[src/rtl/vga_row_decoder.sv]
// vga_row_decoder: maps a column occupancy word to the VGA row of its topmost occupied cell
// Registered outputs with a one-cycle valid pulse and empty/full/gap status flags.
module vga_row_decoder #(
    parameter int ROWS  = 6,
    parameter int ROW_W = 3,
    parameter int COL_W = 3
) (
    input  logic             clk,
    input  logic             reset,
    input  logic             go,
    input  logic [ROWS-1:0]  onoff,
    input  logic [COL_W-1:0] col_in,
    output logic [ROW_W-1:0] row,
    output logic [COL_W-1:0] col,
    output logic             row_valid,
    output logic             empty,
    output logic             full,
    output logic             gap_err
);
    logic [ROW_W-1:0] row_n;
    logic [ROWS-1:0]  onoff_inc;
    always_comb begin
        row_n = '1;
        for (int i = 0; i < ROWS; i++)
            if (onoff[i]) row_n = ROW_W'(ROWS - 1 - i);
    end
    // a contiguous fill from the bottom is 2**k-1, so adding one clears every set bit
    assign onoff_inc = onoff + {{(ROWS-1){1'b0}}, 1'b1};
    always_ff @(posedge clk) begin
        if (!reset) begin
            row       <= '1;
            col       <= '0;
            row_valid <= 1'b0;
            empty     <= 1'b1;
            full      <= 1'b0;
            gap_err   <= 1'b0;
        end else begin
            row_valid <= go;
            if (go) begin
                row     <= row_n;
                col     <= col_in;
                empty   <= onoff == '0;
                full    <= &onoff;
                gap_err <= |(onoff & onoff_inc);
            end
        end
    end
endmodule

[config.mk]
export PLATFORM = sky130hd
export DESIGN_NAME = vga_row_decoder
export DESIGN_NICKNAME = d
export VERILOG_FILES = /design/src/rtl/vga_row_decoder.sv
export SDC_FILE = /design/constraint.sdc
export NUM_CORES = 1
export LEC_CHECK = 0
export CAP_MARGIN = 5
export CORE_AREA = 8 8 45 47
export DETAILED_ROUTE_END_ITERATION = 7
export DIE_AREA = 0 0 53 55
export PLACE_DENSITY_LB_ADDON = 0.25
export SYNTH_ARGS = -nofsm -noshare
export SYNTH_HDL_FRONTEND = slang
export SYNTH_SLANG_ARGS = --single-unit
[constraint.sdc]
create_clock -name clk -period 1.15 [get_ports clk]
set_input_delay 0.115 -clock clk [delete_from_list [all_inputs] [get_ports clk]]
set_output_delay 0.115 -clock clk [all_outputs]
set_load 0.005 [all_outputs]
==> results of run 1 <==
-- area by class of cell --
type,instances,share of cell area
multi-input cells,33,0.308
well taps,16,0.0288
flip-flops and latches,10,0.288
inverters,3,0.0162
repair buffers,25,0.327
clock buffers,3,0.0324
-- flip-flops by register name (all words and copies together) (netlist names) --
| register | cells |
|---|---|
| col | 3 |
| empty | 1 |
| full | 1 |
| gap_err | 1 |
| row | 3 |
| row_valid | 1 |
-- cell families after synthesis --
group,synth area share
AND/OR/NAND/NOR,0.241
AO/OA/AOI/OAI,0.181
flip-flops,0.458
buffers and inverters,0.0516
multiplexers,0.0688
-- what timing repair did --
item,in CTS,in global routing
endpoints found under the setup margin,10,0
hold endpoints to repair,0,0
resized for setup,10,0
-- stage by stage --
step	hold WS (ns)	instance area (µm²)	cells	worst slack, ns	setup TNS, ns
2_1_floorplan	0.187	437	47	0.496	0
3_3_place_gp	0.464	686	87	-0.0660	-0.331
3_5_place_dp	0.463	686	87	-0.0807	-0.406
4_1_cts	0.476	696	90	0.172	0
5_1_grt	0.507	696	90	0.0715	0
6_report	0.475	696	90	0.177	0
-- how the worst min path moves through the flow --
stage	to	slack, ns	cells past startpoint
final	row[2]	0.47	2
after global routing	row[2]	0.51	2
after CTS	row[2]	0.48	2
after detailed placement	row[2]	0.46	2
after global placement	row[2]	0.46	2
after floorplan	row[1]	0.19	1
-- Yosys cell counts (2+ instances only) --
| master | instances |
|---|---|
| mux2i_1 | 3 |
| a21oi_1 | 2 |
| o311ai_1 | 2 |
| and2_1 | 2 |
| dfxtp_1 | 10 |
| nand3_1 | 4 |
| inv_1 | 2 |
| nand2_1 | 4 |
| nor2b_1 | 5 |
| nor2_1 | 2 |
-- critical path, delay by kind of cell --
| family | cells | cell delay (ns) |
|---|---|---|
| buffers and inverters | 1 | 0.57 |
| and+or+nand+nor | 2 | 0.20 |
| AOI/OAI and AO/OA | 1 | 0.23 |
-- power by group through the flow --
| stage | registers (mW) | clock network (mW) | logic, mW |
|---|---|---|---|
| 5_1_grt | 0.380 | 0.254 | 0.164 |
| 4_1_cts | 0.378 | 0.244 | 0.151 |
| 2_1_floorplan | 0.388 | 0 | 0.0531 |
| 6_report | 0.378 | 0.229 | 0.148 |
| 3_3_place_gp | 0.386 | 0 | 0.165 |
| 3_5_place_dp | 0.386 | 0 | 0.166 |
-- metal layers --
layer	share of wire	wire (µm)	vias to the layer above
met5	0	0	-
met4	0	0	0
met3	0.13	140	0
met2	0.42	465	20
met1	0.45	502	184
li1	-	-	221
==> impl_metrics.json, run 1 <==
{
  "mappedNetlistArea_um2": 437,
  "hold_buffers": 0,
  "cts_buffer_depth": 2,
  "chipWidth_um": 53,
  "finalCriticalPeriod_ns": 0.973,
  "p_per_area_nw_per_um2": 1090,
  "final_layout_size_suffix_gt1_frac": 0.135,
  "postSynthNetCount": 59,
  "critPathLaunchType": "primary input",
  "dieArea_um2": 2920,
  "seq_area_frac_synth": 0.458,
  "crit_chain": "clkdlybuf4s50_1 -> nor2_1 -> o311ai_1 -> nand3_1",
  "yosys.area.top_type": "dfxtp_1",
  "first_pass_iters": 3,
  "crit_fanout": 6,
  "seq_area_um2": 200,
  "rrSetupSlack_ns": 0.48,
  "place.gp.congestion": 0.750,
  "final_core_util": 0.503,
  "grt_pass1_vias": 477,
  "n_fill_cell": 164,
  "port_buffers": 21,
  "hold_viol": 0,
  "period_share": 0.846,
  "ant_nets": 0,
  "rsz0062_at_grt": "false",
  "met2_usage": 0.143,
  "vias": 425,
  "cp-endpoint": "row[1]",
  "grt_start_max_net_pins": 11,
  "postSynthAreaPerCell_um2": 9.29,
  "ir_drop_uv": 358,
  "die_h_um": 55,
  "final_nets": 88,
  "netlist_instances": 47,
  "p_int_mw": 0.577,
  "critical_path.endpoint_type": "flop",
  "p_clk_frac": 0.304,
  "antenna_found_initial": 0,
  "drt-wirelength-per-cell_um": 12.3,
  "cts_setup_buffers": 0,
  "core_um2": 1380,
  "cts_tree": "yes",
  "outcome": "complete, no violations",
  "synth_flop_cell": "dfxtp_1",
  "async_flop_share": 0,
  "top_level_ports": 22,
  "power.leakage_nw": 0.308,
  "synth.distinct_cells": 21,
  "critPathSlowestCell": "clkdlybuf4s50_1",
  "rr_worst_depth": 2,
  "clock_latency_ns": 0.25,
  "grt_overflow": 0,
  "crit_type": "in2reg",
  "hold_start": "row[2]",
  "ys_warn_count": 0,
  "cts_root_buf": "clkbuf_4",
  "seqPwrFrac": 0.500,
  "power.switching_mw": 0.178,
  "skew_ns": 0,
  "synth.top_cells.by_area": "dfxtp_1 (46%), nor2b_1 (7.2%), mux2i_1 (6.9%)",
  "maxSlewHeadroom": 0.809,
  "setup_viol": 0,
  "clkTransAtPathRegs_ns": 0.06,
  "total_power_mw": 0.755,
  "start_util": 0.316,
  "synth-seq-cells": 10,
  "synth-edff-count": 0,
  "r2r_start": "full",
  "p_comb_frac": 0.196,
  "layout_commonest_cell": "clkdlybuf4s50_1",
  "crit_arrival_ns": 1.10,
  "drtIter0Drc": 3,
  "crit_start": "onoff[1]",
  "multi_input_area_um2": 214,
  "synth_top_area_share": 0.458,
  "num_antenna_cells": 0,
  "r2r-end": "full",
  "busiest_layer": "met2",
  "grt_pass1_wl_mm": 1.90,
  "drv_slew": 0,
  "maxCapViolCount": 0,
  "route.detailed.drc": 0,
  "max_freq_ghz": 1.03,
  "rows": 14,
  "wirelength_mm": 1.11,
  "gr-usage-met3": 0.0455,
  "drt-vias-per-instance": 4.72,
  "max_slew.worst_pin.slew_ns": 0.286,
  "final_cell_mix": "clkdlybuf4s50_1 (11), dfxtp_1 (10), dlygate4sd2_1 (10), nor2b_1 (5)",
  "hold_path.class": "reg2reg",
  "cts_made_buffers": 3,
  "slowest_delay_ns": 0.57,
  "grtUsageTotal": 0.0889,
  "htreeDepth": 1,
  "met1_usage": 0.0876,
  "area_growth_syn_to_layout_pct": 59.3,
  "cts_sinks": 10,
  "dp.final_hpwl_um": 875,
  "swShare": 0.236,
  "crit_required_ns": 1.28
}
(Power assumes the default switching activity.)
==> run 2: changes to the inputs <==
==> constraint.sdc (replaced) <==
create_clock -name clk -period 0.9 [get_ports clk]
set_input_delay 0.09 -clock clk [delete_from_list [all_inputs] [get_ports clk]]
set_output_delay 0.09 -clock clk [all_outputs]
set_load 0.005 [all_outputs]
==> run 2 against run 1 <==
Compared with the run above: register-to-register slack got worse by 0.30 ns; worst hold slack worse by 0.24 ns; global-route usage rose by 0.32 points; design area rose by 5.4%; sequential share of layout area increased by 0.063 points; first-iteration DRC count unchanged; clock skew stayed put; sequential power is 29% higher; total power up 43%; non-clock buffer count is 4 higher; clock power grew 72%; die area did not move.
==> impl_metrics.json, run 2 (synthesized netlist as in run 1, its figures left out) <==
{
  "antenna_found_initial": 0,
  "cts_tree": "yes",
  "crit_buf_inv": 1,
  "hold_path.class": "in2reg",
  "final_layout_size_suffix_gt1_frac": 0.430,
  "swShare": 0.227,
  "n_fill_cell": 161,
  "clkTransAtPathRegs_ns": 0.06,
  "slowest_delay_ns": 0.30,
  "finish.instance_area_um2": 733,
  "rr_worst_depth": 3,
  "drt-vias-per-instance": 4.81,
  "setup_viol": 0,
  "place.gp.congestion": 0.765,
  "ant_nets": 0,
  "power.switching_mw": 0.245,
  "hold_viol": 0,
  "final_core_util": 0.530,
  "grt_pass1_wl_mm": 1.94,
  "core_um2": 1380,
  "seqPwrFrac": 0.453,
  "total_power_mw": 1.08,
  "area_growth_syn_to_layout_pct": 67.9,
  "dp_cells": 89,
  "top_level_ports": 22,
  "max_slew.worst_pin.slew_ns": 0.299,
  "dieArea_um2": 2920,
  "vias": 457,
  "htreeDepth": 1,
  "p_clk_frac": 0.365,
  "fin_ws_ns": 0.0547,
  "critical_path.endpoint_type": "output port",
  "dp_slack_ns": -0.311,
  "fin_tns_setup_ns": 0,
  "first_pass_iters": 2,
  "route.detailed.drc": 0,
  "final_nets": 92,
  "maxCapViolCount": 0,
  "critPathSlowestCell": "dfxtp_1",
  "grt_pass1_vias": 452,
  "num_antenna_cells": 0,
  "drt-wirelength-per-cell_um": 13.1,
  "max_freq_ghz": 1.18,
  "skew_ns": 0,
  "rrSetupSlack_ns": 0.18,
  "p_comb_frac": 0.182,
  "rows": 14,
  "crit_type": "reg2out",
  "critPathTopFamily": "flip-flops",
  "r2r-end": "col[0]",
  "port_buffers": 21,
  "layout.cells.non_filler": 95,
  "maxSlewHeadroom": 0.800,
  "crit_cells": 1,
  "outcome": "complete, no violations",
  "critPathLaunchType": "flop",
  "dp.final_hpwl_um": 874,
  "post_dp_cell_area_um2": 701,
  "drv_slew": 0,
  "clock_latency_ns": 0.26,
  "grt_overflow": 0,
  "crit_arrival_ns": 0.76,
  "crit_start": "row_valid",
  "cts_sinks": 10,
  "crit_required_ns": 0.81,
  "drtIter0Drc": 3,
  "power.leakage_nw": 0.360,
  "period_share": 0.939,
  "cts_made_buffers": 3,
  "cp-endpoint": "row_valid",
  "crit_fanout": 1,
  "cts_root_buf": "clkbuf_4",
  "cts_buffer_depth": 2,
  "crit_chain": "clkdlybuf4s15_1",
  "start_util": 0.316,
  "ir_drop_uv": 684,
  "final_cell_mix": "dfxtp_2 (9), buf_2 (7), buf_4 (6), nor2b_1 (5)",
  "p_per_area_nw_per_um2": 1470,
  "finalCriticalPeriod_ns": 0.845,
  "hold_ws_ns": 0.235,
  "r2r_start": "col[0]",
  "die_h_um": 55,
  "chipWidth_um": 53,
  "layout_commonest_cell": "dfxtp_2",
  "reg_top3": "col x3, row x3",
  "grt_start_max_net_pins": 11,
  "grtUsageTotal": 0.0921,
  "wirelength_mm": 1.24,
  "p_int_mw": 0.833
}
[run 2: layout make-up]
cell class	instances	area, µm²	share of cell area
multi-input cells	33	221	0.302
repair buffers	29	233	0.317
clock buffers	4	36.3	0.0495
well taps	16	20.0	0.0273
flip-flops and latches	10	211	0.288
inverters	3	11.3	0.0154
[run 2: how the worst min path moves through the flow]
| stage | slack, ns | depth (start not counted) | endpoint | from |
|---|---|---|---|---|
| after detailed placement | 0.47 | 2 | row[2] | row[2] |
| after global placement | 0.46 | 2 | row[2] | row[2] |
| after CTS | 0.34 | 4 | row[1] | go |
| final | 0.24 | 3 | row[1] | onoff[3] |
| after floorplan | 0.16 | 1 | row[1] | reset |
| after global routing | 0.24 | 3 | row[1] | onoff[3] |
[run 2: power by group through the flow]
stage               sequential, mW  clock [mW]  combinational, mW
detailed placement           0.493           0              0.219
CTS                          0.487       0.414              0.209
global route                 0.491       0.441              0.219
floorplan                    0.496           0             0.0679
global placement             0.493           0              0.217
finish                       0.488       0.393              0.196
[run 2: timing repair]
item                                    CTS  global route
endpoints found under the setup margin   13            12
pin swaps                                 0             2
gates resized for setup                  36            17
cloned                                    1             0
buffers inserted                          0             1
hold buffers                              0             0
endpoints found under the hold margin     0             0
[run 2: per-layer routing]
layer,GRT usage,routed length (µm),vias to the layer above
li1,-,-,231
met1,0.0995,554,200
met5,0,0,-
met3,0.0428,125,4
met4,0.0776,25,0
met2,0.135,535,22
